$ cat src/rtl/cfg_pkg.sv
// cfg_pkg: shared constants and state type for the configuration loader
package cfg_pkg;
   localparam logic [7:0] SYNC_WORD = 8'hA5;
   localparam int CHK_LANES = 8;
   typedef enum logic [1:0] {HUNT, LOAD, CHECK, COMMIT} cfg_state_t;
endpackage

$ cat src/rtl/cfg_chk8.sv
// cfg_chk8: 8-lane XOR accumulator; each enabled bit folds into the lane picked by lane
module cfg_chk8 (
   input  logic       clk,
   input  logic       rst_n,
   input  logic       clr,
   input  logic       en,
   input  logic       data,
   input  logic [2:0] lane,
   output logic [7:0] chk
);
   always_ff @(posedge clk or negedge rst_n)
      if (!rst_n) chk <= '0;
      else if (clr) chk <= '0;
      else if (en) chk[lane] <= chk[lane] ^ data;
endmodule

$ cat src/rtl/cfg_loader.sv
// cfg_loader: hunts a sync byte, shifts a framed payload into a shadow register and
// commits it to cfg_out only when the 8-lane XOR checksum matches
module cfg_loader
   import cfg_pkg::*;
#(
   parameter int CFG_SIZE   = 18,
   parameter int NUM_BLOCKS = 4
) (
   input  logic                           clk,
   input  logic                           rst_n,
   input  logic                           bs_valid,
   input  logic                           bs_data,
   output logic                           bs_ready,
   input  logic                           abort,
   output logic [NUM_BLOCKS*CFG_SIZE-1:0] cfg_out,
   output logic                           cfg_valid,
   output logic                           done,
   output logic                           err
);
   localparam int P  = NUM_BLOCKS * CFG_SIZE;
   localparam int CW = $clog2(P);
   cfg_state_t state, state_nx;
   logic [6:0]    sync;
   logic [7:0]    rx, chk;
   logic [CW-1:0] cnt;
   logic [P-1:0]  shadow;
   logic          acc, sync_hit, last_pay, last_chk, match;
   assign acc      = bs_valid && bs_ready && !abort;
   assign sync_hit = {sync, bs_data} == SYNC_WORD;
   assign last_pay = cnt == CW'(P - 1);
   assign last_chk = cnt == CW'(CHK_LANES - 1);
   assign match    = rx == chk;
   cfg_chk8 u_chk (
      .clk  (clk),
      .rst_n(rst_n),
      .clr  (abort || state == HUNT),
      .en   (acc && state == LOAD),
      .data (bs_data),
      .lane (cnt[2:0]),
      .chk  (chk)
   );
   always_ff @(posedge clk or negedge rst_n)
      if (!rst_n) state <= HUNT;
      else state <= state_nx;
   always_comb begin
      state_nx = state;
      if (abort) state_nx = HUNT;
      else
         case (state)
            HUNT:   if (acc && sync_hit) state_nx = LOAD;
            LOAD:   if (acc && last_pay) state_nx = CHECK;
            CHECK:  if (acc && last_chk) state_nx = COMMIT;
            COMMIT: state_nx = HUNT;
         endcase
   end
   always_comb bs_ready = rst_n && state != COMMIT;
   always_ff @(posedge clk or negedge rst_n)
      if (!rst_n) begin
         sync      <= '0;
         rx        <= '0;
         cnt       <= '0;
         shadow    <= '0;
         cfg_out   <= '0;
         cfg_valid <= 1'b0;
         done      <= 1'b0;
         err       <= 1'b0;
      end else begin
         done <= 1'b0;
         err  <= 1'b0;
         if (abort) begin
            sync <= '0;
            rx   <= '0;
            cnt  <= '0;
         end else
            case (state)
               HUNT: if (acc) begin
                  sync <= sync_hit ? '0 : {sync[5:0], bs_data};
                  cnt  <= '0;
               end
               LOAD: if (acc) begin
                  shadow[cnt] <= bs_data;
                  cnt         <= last_pay ? '0 : cnt + CW'(1);
               end
               CHECK: if (acc) begin
                  rx  <= {bs_data, rx[7:1]};
                  cnt <= cnt + CW'(1);
               end
               COMMIT: begin
                  cnt <= '0;
                  if (match) begin
                     cfg_out   <= shadow;
                     cfg_valid <= 1'b1;
                     done      <= 1'b1;
                  end else err <= 1'b1;
               end
            endcase
      end
endmodule

$ cat config.mk
export PLATFORM = sky130hd
export DESIGN_NAME = cfg_loader
export DESIGN_NICKNAME = d
export VERILOG_FILES = /design/src/rtl/cfg_pkg.sv /design/src/rtl/cfg_chk8.sv /design/src/rtl/cfg_loader.sv
export SDC_FILE = /design/constraint.sdc
export NUM_CORES = 1
export LEC_CHECK = 0
export CAP_MARGIN = 25
export CORE_MARGIN = 8
export CORE_UTILIZATION = 30
export CTS_CLUSTER_DIAMETER = 120
export DETAILED_ROUTE_END_ITERATION = 12
export GPL_ROUTABILITY_DRIVEN = 1
export PLACE_DENSITY_LB_ADDON = 0.08
export RECOVER_POWER = 50
export SETUP_SLACK_MARGIN = 0.15
export SLEW_MARGIN = 20
export SYNTH_ARGS = -nofsm -noshare
export SYNTH_HDL_FRONTEND = slang
export SYNTH_SLANG_ARGS = --single-unit
$ cat constraint.sdc
create_clock -name clk -period 2.4 [get_ports clk]
set_clock_uncertainty 0.15 [all_clocks]
set_input_delay 0.48 -clock clk [delete_from_list [all_inputs] [get_ports clk]]
set_output_delay 0.48 -clock clk [all_outputs]
set_load 0.02 [all_outputs]
# After elaboration in Yosys (flattened, before gate mapping)
# Index checks and enable logic that the tools add are counted.
# totals
reg_bits	179
output_inout_bits	76
in_bits	5
wordCells	87
# op_classes
n_eq_ne	14
reduce_logical	22
add_sub_neg	1
order_cmp	4
mux	34
bitwise	2
# ops
operator	n
$bwmux 72	1
$mux 7	9
$mux 8	5
$pmux 7 s4	1
$ne 3x3->1 const B	4
$reduce_and 3->1	4
$logic_and 1x1->1	9
$mux 1	9
$bwmux 8	1
$eq 8x8->1	1
$eq 8x8->1 const B	1
$lt 7x8->1 const B	1
$mux 2	4
$pmux 2 s4	1
$reduce_bool 2->1	4
$add 7x1->7 const B	1
$demux 1 s7	1
$eq 7x3->1 const B	1
$eq 7x7->1 const B	1
$ge 7x1->1 const B	1
$ne 3x2->1 const B	2
$eq 2x2->1 const B	2
$lt 3x4->1 const B	1
$reduce_and 2->1	2
10 further kinds	10

# Depth between registers and ports, before layout
# Gate-level depths: netlist of the first run.
# logic_depth
word_depth	8
ltp_mapped	7
mapped_depth_nobuf	6

# Hierarchy
# Synthesis of the first run repeated with hierarchy kept, for this count alone.
# unflattened
cells_unflattened	643
area_unflattened_um2	7938.9
# modules_own_cells
module	n_inst	seq_area_each_um2	cells_per_inst	area_per_inst_um2
cfg_loader	1	4279.1	595	7417.1
cfg_chk8	1	200.2	48	521.8

# Worst setup path before layout of the first run
# OpenSTA, ideal clock, no wires.
# synth_timing
kind	reg2reg
from	register state[0]
to	register shadow[29]
t_arrival_ns	2.003
n_path_buf	2
stages_incl_launch_ff	8
synth_period_minus_slack_ns	2.277
setup_time_ns	0.125
slack_ns	0.123
required_time_ns	2.125
cell_sequence	dfrtp_1 ha_1 nand4bb_1 buf_6 or4_4 buf_6 nor2_1 mux2_2
# synth_between
elab_chain_cells	5
elab_cells_between_ends	6
cone_classes	eq/ne: 2; reduce/logical: 4
# synth_rtl
item	line	source
start: declaration	cfg_loader.sv:22	cfg_state_t state, state_nx;
start signal: assignment	cfg_loader.sv:44	else state <= state_nx;
$ne 2x2->1	cfg_loader.sv:56	always_comb bs_ready = rst_n && state != COMMIT;
$logic_and 1x1->1	cfg_loader.sv:56	
$logic_and 1x1->1 (2 in a row)	cfg_loader.sv:28	assign acc = bs_valid && bs_ready && !abort;
$reduce_and 3->1 (no line) *	--	
end signal: indexed assignment	cfg_loader.sv:81	shadow[cnt] <= bs_data;
end: declaration	cfg_loader.sv:26	logic [P-1:0] shadow;
# Mark *: on every way between the ends. The rest lies on a longest branch, timed or not.
# A chain may end at the register's enable or synchronous reset.

# Final worst setup path of the first run
# layout_timing
from	register state[1]
to	register state[0]
# layout_between
elab_chain_cells	7
elab_cells_between_ends	17
cone_classes	eq/ne: 7; mux: 2; reduce/logical: 8
# layout_rtl
item	line
$ne 2x2->1	cfg_loader.sv:56
$logic_and 1x1->1	cfg_loader.sv:56
$logic_and 1x1->1 (2 in a row)	cfg_loader.sv:28
$logic_and 1x1->1 (on tied branches)	cfg_loader.sv:52, cfg_loader.sv:50, cfg_loader.sv:51
$ne 3x3->1 (no line) or $ne 3x2->1 (tied branches)	--
$reduce_and 3->1 (no line)	--
# Parallel ways exist; a longest one is shown, timed or not.

==> flow_metrics.env, run 1 <==
export IMPL_rsz0062_at_grt="true"
export IMPL_clockBufferDepth=2
export IMPL_fin_tns_setup_ns=0
export IMPL_post_drt_wl_per_cell_um=17.4
export IMPL_num_fill_cells=2413
export IMPL_synth_nets=612
export IMPL_fin_util=0.394
export IMPL_cap_violations=0
export IMPL_critPathSlowestCell="a222oi_1"
export IMPL_p_per_area_nw_per_um2=604
export IMPL_yosysTopAreaCell="dfrtp_1"
export IMPL_period_share=0.957
export IMPL_hold_violations=0
export IMPL_synth_warnings=0
export IMPL_startpoint_type="register"
export IMPL_vdd_drop_max_uv=312
export IMPL_finalInstanceArea_um2=9960
export IMPL_synthSimpleGateAreaFrac=0.118
export IMPL_cts_tree="done"
export IMPL_drt_iter0_drc=233
export IMPL_cp_top_family="compound AO/OA/AOI/OAI gates"
export IMPL_numPortBuffers=80
export IMPL_regToRegSetupSlack_ns=0.10
export IMPL_core_um2=25300
export IMPL_synth_compound_gate_area_share=0.0325
export IMPL_dpl_cell_area_um2=9230
export IMPL_crit_path_end_kind="register"
export IMPL_die_w_um=177
export IMPL_fin_nets=735
export IMPL_power_mw=6.01
export IMPL_holdWs_ns=0.317
export IMPL_ctsRootBufferMaster="clkbuf_16"
export IMPL_synth_edff_count=0
export IMPL_arrival_ns=2.45
export IMPL_synth_top_area_share=0.579
export IMPL_diodes=0
export IMPL_status="finished, final reports clean"
export IMPL_cts_sinks=179
export IMPL_cp_num_buf_inv=1
export IMPL_ios=81
export IMPL_timing_fmax_mhz=436
export IMPL_synth_area_mux_share=0.225
export IMPL_gr_total_overflow=0
export IMPL_post_place_ws_ns=-0.342
export IMPL_worstHoldStart="cfg_valid$_DFFE_PN0P_"
export IMPL_path_max_fanout=4
export IMPL_critPathKind="reg -> reg"
export IMPL_dp_hpwl_um=12800
export IMPL_r2r_end="state[0]$_DFFE_PN0P_"
export IMPL_min_period_ns=2.30
export IMPL_worstHoldEndpoint="cfg_valid$_DFFE_PN0P_"
export IMPL_grt_pass1_wl_um=30000
export IMPL_synthXorXnorAreaFrac=0.0113
export IMPL_dieArea_um2=31200
export IMPL_synth_seq_cells=179
export IMPL_grt_pass1_vias=5287
export IMPL_dpl_cell_count=1029
export IMPL_dieHeight_um=177
export IMPL_leakagePower_nw=4.61
export IMPL_grt_max_degree=81
export IMPL_avgSynthCellArea_um2=12.8
export IMPL_antenna_left=0
export IMPL_avgViaCountPerCell=4.60
export IMPL_clock_latency_ns=0.42
export IMPL_synth_top_family_by_area="multiplexers"
export IMPL_netlist_area_um2=7730
export IMPL_synthesis_instances=602
export IMPL_area_delta_synth_final_pct=28.7
export IMPL_async_flop_share=1.00
export IMPL_max_stage_delay_ns=0.47
export IMPL_hold_class="reg -> reg"
export IMPL_start_util=0.306
export IMPL_stdcell_count=1067
export IMPL_dr_pass1_iters=4
export IMPL_via_count=4913
export IMPL_synth_area_top_cells="dfrtp_1, mux2_2, nand2_1"
export IMPL_regToRegStartpoint="state[1]$_DFFE_PN0P_"
export IMPL_min_path_cells=1
export IMPL_cp_cell_sequence="ha_1 > buf_6 > and4bb_2 > nand4_1 > a222oi_1 > mux2_2"
export IMPL_rows=58
export IMPL_synthFlopType="dfrtp_1"
export IMPL_route_detailed_drc=0
export IMPL_setup_viol=0
export IMPL_drive_gt1_frac=0.334
export IMPL_tightest_slew_ns=1.30
export IMPL_slew_headroom=0.134
export IMPL_synth_cell_types=53
export IMPL_gp_congestion=0.717
export IMPL_drt_wl_total_um=18500
export IMPL_required_ns=2.55
export IMPL_cts_htree_levels=4
export IMPL_clk_pin_slew_worst_paths_ns=0.07
export IMPL_layout_setup_ws_ns=0.104
export IMPL_grt_total_usage=0.122
export IMPL_reg2regPathDepth=6
export IMPL_slew_viol_final=0
export IMPL_synthAdderAreaFrac=0.00809
export IMPL_antenna_found_initial=0
export IMPL_cts_buffers=17
export IMPL_ys_seq_area_frac=0.579
layout make-up:
type	count	area [um2]	area share
flip-flops and latches	179	4480	0.450
clock inverters	13	121	0.0122
inverters	4	15.0	0.00151
clock buffers	18	439	0.0441
well taps	330	413	0.0415
multi-input cells	384	3170	0.318
repair buffers	139	1320	0.133
metal layers:
layer	part of all wire	vias up	wire (um)	track usage
li1	-	2348	-	-
met1	0.48	2477	8830	0.161
met2	0.48	79	8930	0.197
met3	0.035	9	647	0.0316
met4	0.0063	0	116	0.0305
met5	0	-	0	0
sequential cells by signal, summed over array words and instances (netlist names):
signal / cells
cnt: 7
err: 1
done: 1
state: 2
u_chk.chk: 8
cfg_out: 72
cfg_valid: 1
rx: 8
shadow: 72
sync: 7
repair_timing:
action / CTS / global route
setup buffers: 1 / 3
pin swaps: 2 / 6
gates resized for setup: 4 / 17
hold buffers: 1 / 0
endpoints found under the setup margin: 51 / 80
gates cloned: 0 / 2
endpoints found under the hold margin: 9 / 0
synthesized netlist by cell type (all sizes together), types with 5 or more instances:
| cell type | n |
|---|---|
| mux2 | 146 |
| dfrtp | 179 |
| nor3 | 9 |
| nor4 | 8 |
| nand3 | 6 |
| buf | 21 |
| nor2 | 33 |
| ha | 5 |
| nand2b | 10 |
| clkbuf | 14 |
| xnor2 | 9 |
| nand2 | 89 |
| a21oi | 12 |
| o21ai | 7 |
how the worst max path moves through the flow:
stage | from | to | slack [ns] | cells after the start
final | state[1]$_DFFE_PN0P_ | state[0]$_DFFE_PN0P_ | 0.10 | 6
after global routing | state[1]$_DFFE_PN0P_ | state[1]$_DFFE_PN0P_ | 0.05 | 6
after CTS | state[1]$_DFFE_PN0P_ | bs_ready | 0.11 | 4
after detailed placement | abort | shadow[66]$_DFFE_PN0P_ | -0.34 | 7
after global placement | abort | shadow[66]$_DFFE_PN0P_ | -0.33 | 7
after floorplan | state[0]$_DFFE_PN0P_ | shadow[29]$_DFFE_PN0P_ | 0.16 | 7
logic make-up (layout without fill, tap and decap cells):
family / Yosys count / in the layout
adder cells (fa/ha/maj): 5 / 5
AO/OA/AOI/OAI: 38 / 38
AND/OR/NAND/NOR: 179 / 179
flip-flops: 179 / 179
buffers and inverters: 39 / 174
multiplexers: 152 / 152
XOR/XNOR: 10 / 10
power breakdown:
group / switching [mW] / internal, mW
Clock: 1.21 / 1.47
Combinational: 0.182 / 0.0921
Sequential: 0.0139 / 3.04
layout by cell type (no fill, tap or decap), types with 8 or more instances in the layout:
master           count
dfrtp_1            179
mux2_2             126
nand2_1             89
clkdlybuf4s50_1     58
buf_4               41
nor2_1              31
dlygate4sd3_1       20
clkbuf_16           18
a21oi_1             12
mux2_1              12
xnor2_1              9
nor3_1               9
mux2_4               8
nand2b_1             8
(Power assumes the default switching activity.)
==> inputs of run 2 (changes only) <==
clock period = 2.31 ns   (was 2.4 ns; I/O delays follow)
==> run 2 against run 1 <==
Total power up 6.3%. Largest cell class unchanged. Die area unchanged. Largest power group unchanged. Critical path type unchanged. Cell count up 1.2%.
==> flow_metrics.env, run 2 (same netlist as run 1, synthesis figures left out) <==
export IMPL_required_ns=2.47
export IMPL_antenna_found_initial=0
export IMPL_area_delta_synth_final_pct=36.8
export IMPL_timing_fmax_mhz=449
export IMPL_slew_headroom=0.0689
export IMPL_post_drt_wl_per_cell_um=18.3
export IMPL_clockBufferDepth=2
export IMPL_core_um2=25300
export IMPL_p_sw_frac=0.241
export IMPL_clock_latency_ns=0.43
export IMPL_start_util=0.306
export IMPL_regToRegSetupSlack_ns=0.08
export IMPL_rsz0062_at_grt="true"
export IMPL_stdcell_count=1080
export IMPL_hold_class="reg -> reg"
export IMPL_route_detailed_drc=0
export IMPL_grt_total_usage=0.127
export IMPL_min_path_cells=1
export IMPL_p_comb_frac=0.048
export IMPL_slew_viol_final=0
export IMPL_setup_viol=0
export IMPL_dpl_cell_count=1033
export IMPL_dieArea_um2=31200
export IMPL_pwr_share_seq=0.497
export IMPL_p_int_mw=4.85
export IMPL_layout_common_cells="dfrtp_1, nand2_1, mux2_4"
export IMPL_reg2regPathDepth=8
export IMPL_dieHeight_um=177
export IMPL_ctsRootBufferMaster="clkbuf_16"
export IMPL_cp_num_buf_inv=3
export IMPL_holdWs_ns=0.312
export IMPL_cp_cell_sequence="buf_6 > inv_4 > ha_4 > nand2_4 > or4_4 > buf_8 > nand2b_1 > mux2_1"
export IMPL_reg_top3="cfg_out (72), shadow (72)"
export IMPL_vdd_drop_max_uv=435
export IMPL_grt_max_degree=153
export IMPL_grt_pass1_vias=5462
export IMPL_p_per_area_nw_per_um2=604
export IMPL_clk_pin_slew_worst_paths_ns=0.07
export IMPL_gp_congestion=0.741
export IMPL_drive_gt1_frac=0.375
export IMPL_rows=58
export IMPL_min_period_ns=2.23
export IMPL_dr_pass1_iters=5
export IMPL_worst_path_stages=8
export IMPL_cts_htree_levels=4
export IMPL_worstHoldStart="cfg_valid$_DFFE_PN0P_"
export IMPL_grt_pass1_wl_um=31300
export IMPL_path_max_fanout=6
export IMPL_drt_wl_total_um=19800
export IMPL_leakagePower_nw=4.78
export IMPL_ios=81
export IMPL_drt_iter0_drc=218
export IMPL_die_w_um=177
export IMPL_arrival_ns=2.38
export IMPL_cp_top_family="simple AND/OR/NAND/NOR gates"
export IMPL_via_count=5067
export IMPL_regToRegStartpoint="state[1]$_DFFE_PN0P_"
export IMPL_fin_util=0.419
export IMPL_status="finished, final reports clean"
export IMPL_startpoint_type="register"
export IMPL_worstHoldEndpoint="cfg_valid$_DFFE_PN0P_"
export IMPL_gr_total_overflow=0
export IMPL_clkPwrFrac=0.456
export IMPL_switching_power_mw=1.54
export IMPL_numPortBuffers=80
export IMPL_layout_commonest_cell="dfrtp_1"
export IMPL_tightest_slew_ns=1.40
export IMPL_cts_sinks=179
export IMPL_antenna_left=0
export IMPL_crit_path_end_kind="register"
export IMPL_cap_violations=0
export IMPL_max_stage_delay_ns=0.51
export IMPL_r2r_end="shadow[55]$_DFFE_PN0P_"
export IMPL_cts_tree="done"
export IMPL_dp_hpwl_um=12800
export IMPL_fin_nets=747
export IMPL_critPathKind="reg -> reg"
export IMPL_cts_buffers=17
export IMPL_diodes=0
export IMPL_startpoint="state[1]$_DFFE_PN0P_"
export IMPL_critPathSlowestCell="or4_4"
export IMPL_period_share=0.964
export IMPL_hold_violations=0
export IMPL_avgViaCountPerCell=4.69
## run 2: timing repair
action                                  4_1_cts  5_1_grt
resized for setup                            27      102
cloned                                        0        7
endpoints found under the setup margin      132      141
hold buffers                                  1        0
pin swaps                                     4        5
setup buffers                                 3        4
hold endpoints to repair                     27        0
## run 2: how the worst max path moves through the flow
stage	end
final	shadow[55]$_DFFE_PN0P_
after global routing	shadow[55]$_DFFE_PN0P_
after CTS	shadow[55]$_DFFE_PN0P_
after detailed placement	state[0]$_DFFE_PN0P_
after global placement	shadow[71]$_DFFE_PN0P_
after floorplan	shadow[45]$_DFFE_PN0P_
## run 2: per-layer routing
metal | wire length [um] | part of all wire | vias up | global-route usage
met4 | 210 | 0.011 | 0 | 0.0364
li1 | - | - | 2372 | -
met3 | 767 | 0.039 | 20 | 0.0312
met2 | 9300 | 0.47 | 87 | 0.200
met1 | 9490 | 0.48 | 2588 | 0.170
met5 | 0 | 0 | - | 0
## run 2: power by group through the flow
stage          clock network (mW)  logic (mW)  registers [mW]
2_1_floorplan                   0       0.126            3.23
3_3_place_gp                    0       0.283            3.23
3_5_place_dp                    0       0.288            3.23
4_1_cts                      3.01       0.308            3.17
5_1_grt                      3.14       0.342            3.18
6_report                     2.91       0.305            3.17
## run 2: stage by stage
stage / instance area [um2] / setup TNS, ns / setup WS, ns / power (mW)
global placement: 9290 / -42.10 / -0.357 / 3.52
CTS: 10000 / 0 / 0.0872 / 6.49
global route: 10600 / 0 / 0.0219 / 6.66
finish: 10600 / 0 / 0.0833 / 6.39
detailed placement: 9290 / -42.99 / -0.393 / 3.52
floorplan: 7780 / 0 / 0.0904 / 3.36
## run 2: worst register-to-register path, delay by kind of cell (launching register included)
family,cells,cell delay [ns]
mux,1,0.32
fa+ha+maj,1,0.14
buf+inv,3,0.37
flops,1,0.43
simple gates,3,0.71
## run 2: final cells by class
type | count | area, um2
Clock buffer | 19 | 453
Clock inverter | 13 | 140
Fill cell | 2411 | 14700
Inverter | 4 | 17.5
Multi-Input combinational cell | 384 | 3560
Sequential cell | 179 | 4480
Tap cell | 330 | 413
Timing Repair Buffer | 151 | 1520
==> inputs of run 3 (changes only) <==
CORE_MARGIN = 5   (was 8)
CTS_CLUSTER_SIZE = 30   (was unset)
SLEW_MARGIN = unset   (was 20)
==> run 3 against run 2 <==
Routed wire length decreased by 1.8%. Global-route usage up 1.0 points. Combinational power rose by 1%. Utilization is 0.29 points lower. Sequential power is essentially flat. Clock power rose by 1%. Die area shrank 6.7%. Highest routed layer unchanged.
==> flow_metrics.env, run 3 (same netlist as run 1, synthesis figures left out) <==
export IMPL_grt_pass1_vias=5490
export IMPL_required_ns=2.46
export IMPL_die_w_um=171
export IMPL_route_detailed_drc=0
export IMPL_min_period_ns=2.27
export IMPL_period_share=0.985
export IMPL_p_per_area_nw_per_um2=612
export IMPL_clock_latency_ns=0.42
export IMPL_timing_fmax_mhz=440
export IMPL_slew_viol_final=0
export IMPL_dieHeight_um=171
export IMPL_cts_htree_levels=4
export IMPL_grt_total_usage=0.137
export IMPL_grt_pass1_wl_um=31400
export IMPL_path_max_fanout=4
export IMPL_drive_gt1_frac=0.397
export IMPL_vdd_drop_max_uv=434
export IMPL_rsz0062_at_grt="true"
export IMPL_crit_path_end_kind="register"
export IMPL_drt_wl_total_um=19400
export IMPL_arrival_ns=2.43
export IMPL_worst_path_stages=6
export IMPL_post_place_ws_ns=-0.437
export IMPL_cp_top_family="compound AO/OA/AOI/OAI gates"
export IMPL_avgViaCountPerCell=4.67
export IMPL_clockBufferDepth=2
export IMPL_cp_num_buf_inv=1
export IMPL_critPathKind="reg -> reg"
export IMPL_hold_class="in -> async"
export IMPL_dp_hpwl_um=12800
export IMPL_dpl_cell_count=1034
export IMPL_numPortBuffers=80
export IMPL_dr_pass1_iters=4
export IMPL_antenna_found_initial=0
export IMPL_layout_setup_ws_ns=0.0351
export IMPL_slew_headroom=0.444
export IMPL_dieArea_um2=29100
export IMPL_max_stage_delay_ns=0.47
export IMPL_post_drt_wl_per_cell_um=17.9
export IMPL_hold_violations=0
export IMPL_power_mw=6.43
export IMPL_rows=58
export IMPL_fin_nets=752
export IMPL_ctsRootBufferMaster="clkbuf_16"
export IMPL_cts_tree="done"
export IMPL_dpl_cell_area_um2=9300
export IMPL_regArea_um2=4480
export IMPL_num_fill_cells=2408
export IMPL_start_util=0.306
export IMPL_setup_viol=0
export IMPL_area_delta_synth_final_pct=35.8
export IMPL_cts_sinks=179
export IMPL_antenna_left=0
export IMPL_r2r_end="state[1]$_DFFE_PN0P_"
export IMPL_stdcell_count=1085
export IMPL_ios=81
export IMPL_grt_max_degree=150
export IMPL_gr_total_overflow=0
export IMPL_via_count=5071
export IMPL_leakagePower_nw=4.88
export IMPL_holdWs_ns=0.0545
export IMPL_cap_violations=0
export IMPL_reg2regPathDepth=6
export IMPL_status="finished, final reports clean"
export IMPL_regToRegSetupSlack_ns=0.04
export IMPL_layout_common_cells="dfrtp_1, mux2_2, clkdlybuf4s50_1"
export IMPL_diodes=0
export IMPL_clk_pin_slew_worst_paths_ns=0.07
export IMPL_core_um2=25300
export IMPL_regToRegStartpoint="state[1]$_DFFE_PN0P_"
export IMPL_critPathSlowestCell="a222oi_1"
export IMPL_tightest_slew_ns=0.833
export IMPL_startpoint_type="register"
export IMPL_startpoint="state[1]$_DFFE_PN0P_"
export IMPL_fin_util=0.416
export IMPL_fin_tns_setup_ns=0
export IMPL_cts_buffers=17
export IMPL_cp_cell_sequence="ha_4 > buf_6 > and4bb_4 > nand4_1 > a222oi_1 > mux2_2"
export IMPL_layout_commonest_cell="dfrtp_1"
export IMPL_drt_iter0_drc=220
export IMPL_finalInstanceArea_um2=10500
export IMPL_multiInputGateArea_um2=3420
export IMPL_gp_congestion=0.736
export IMPL_reg_top3="cfg_out (72), shadow (72)"
-- run 3: cell types whose count changed in the layout (fill, tap and decap cells not counted), sizes merged --
| cell | before | now |
|---|---|---|
| clkbuf | 29 | 24 |
| dlygate4sd2 | 1 | 0 |
| dlygate4sd3 | 16 | 1 |
| clkdlybuf4s50 | 61 | 77 |
| bufinv | 1 | 2 |
| or4 | 2 | 3 |
| inv | 10 | 6 |
| buf | 63 | 75 |
-- run 3: repair_timing --
item	4_1_cts	5_1_grt
setup endpoints to repair	152	149
hold buffers	1	0
gates cloned	4	1
resized for setup	34	61
pin swaps	7	10
hold endpoints to repair	30	0
buffers inserted	8	5
-- run 3: worst max path at each step --
stage / end
final: state[1]$_DFFE_PN0P_
after global routing: state[1]$_DFFE_PN0P_
after CTS: state[1]$_DFFE_PN0P_
after detailed placement: shadow[43]$_DFFE_PN0P_
after global placement: shadow[44]$_DFFE_PN0P_
after floorplan: shadow[45]$_DFFE_PN0P_
-- run 3: power breakdown --
part	total, mW	internal (mW)	switching (mW)
Clock	2.95	1.69	1.25
Sequential	3.18	3.16	0.0186
Combinational	0.309	0.111	0.199
-- run 3: cell type report --
type	count	area share
inverter	4	0.00143
clock buffer	22	0.0451
timing repair buffer	155	0.151
sequential	179	0.426
clock inverter	10	0.0117
tap	330	0.0393
multi-input combinational	385	0.325
-- run 3: layer usage --
layer / GRT usage / vias up / wire length, um
met2: 0.221 / 75 / 9260
met4: 0.0323 / 0 / 179
met3: 0.0250 / 10 / 559
li1: - / 2388 / -
met5: 0 / - / 0
met1: 0.194 / 2598 / 9410
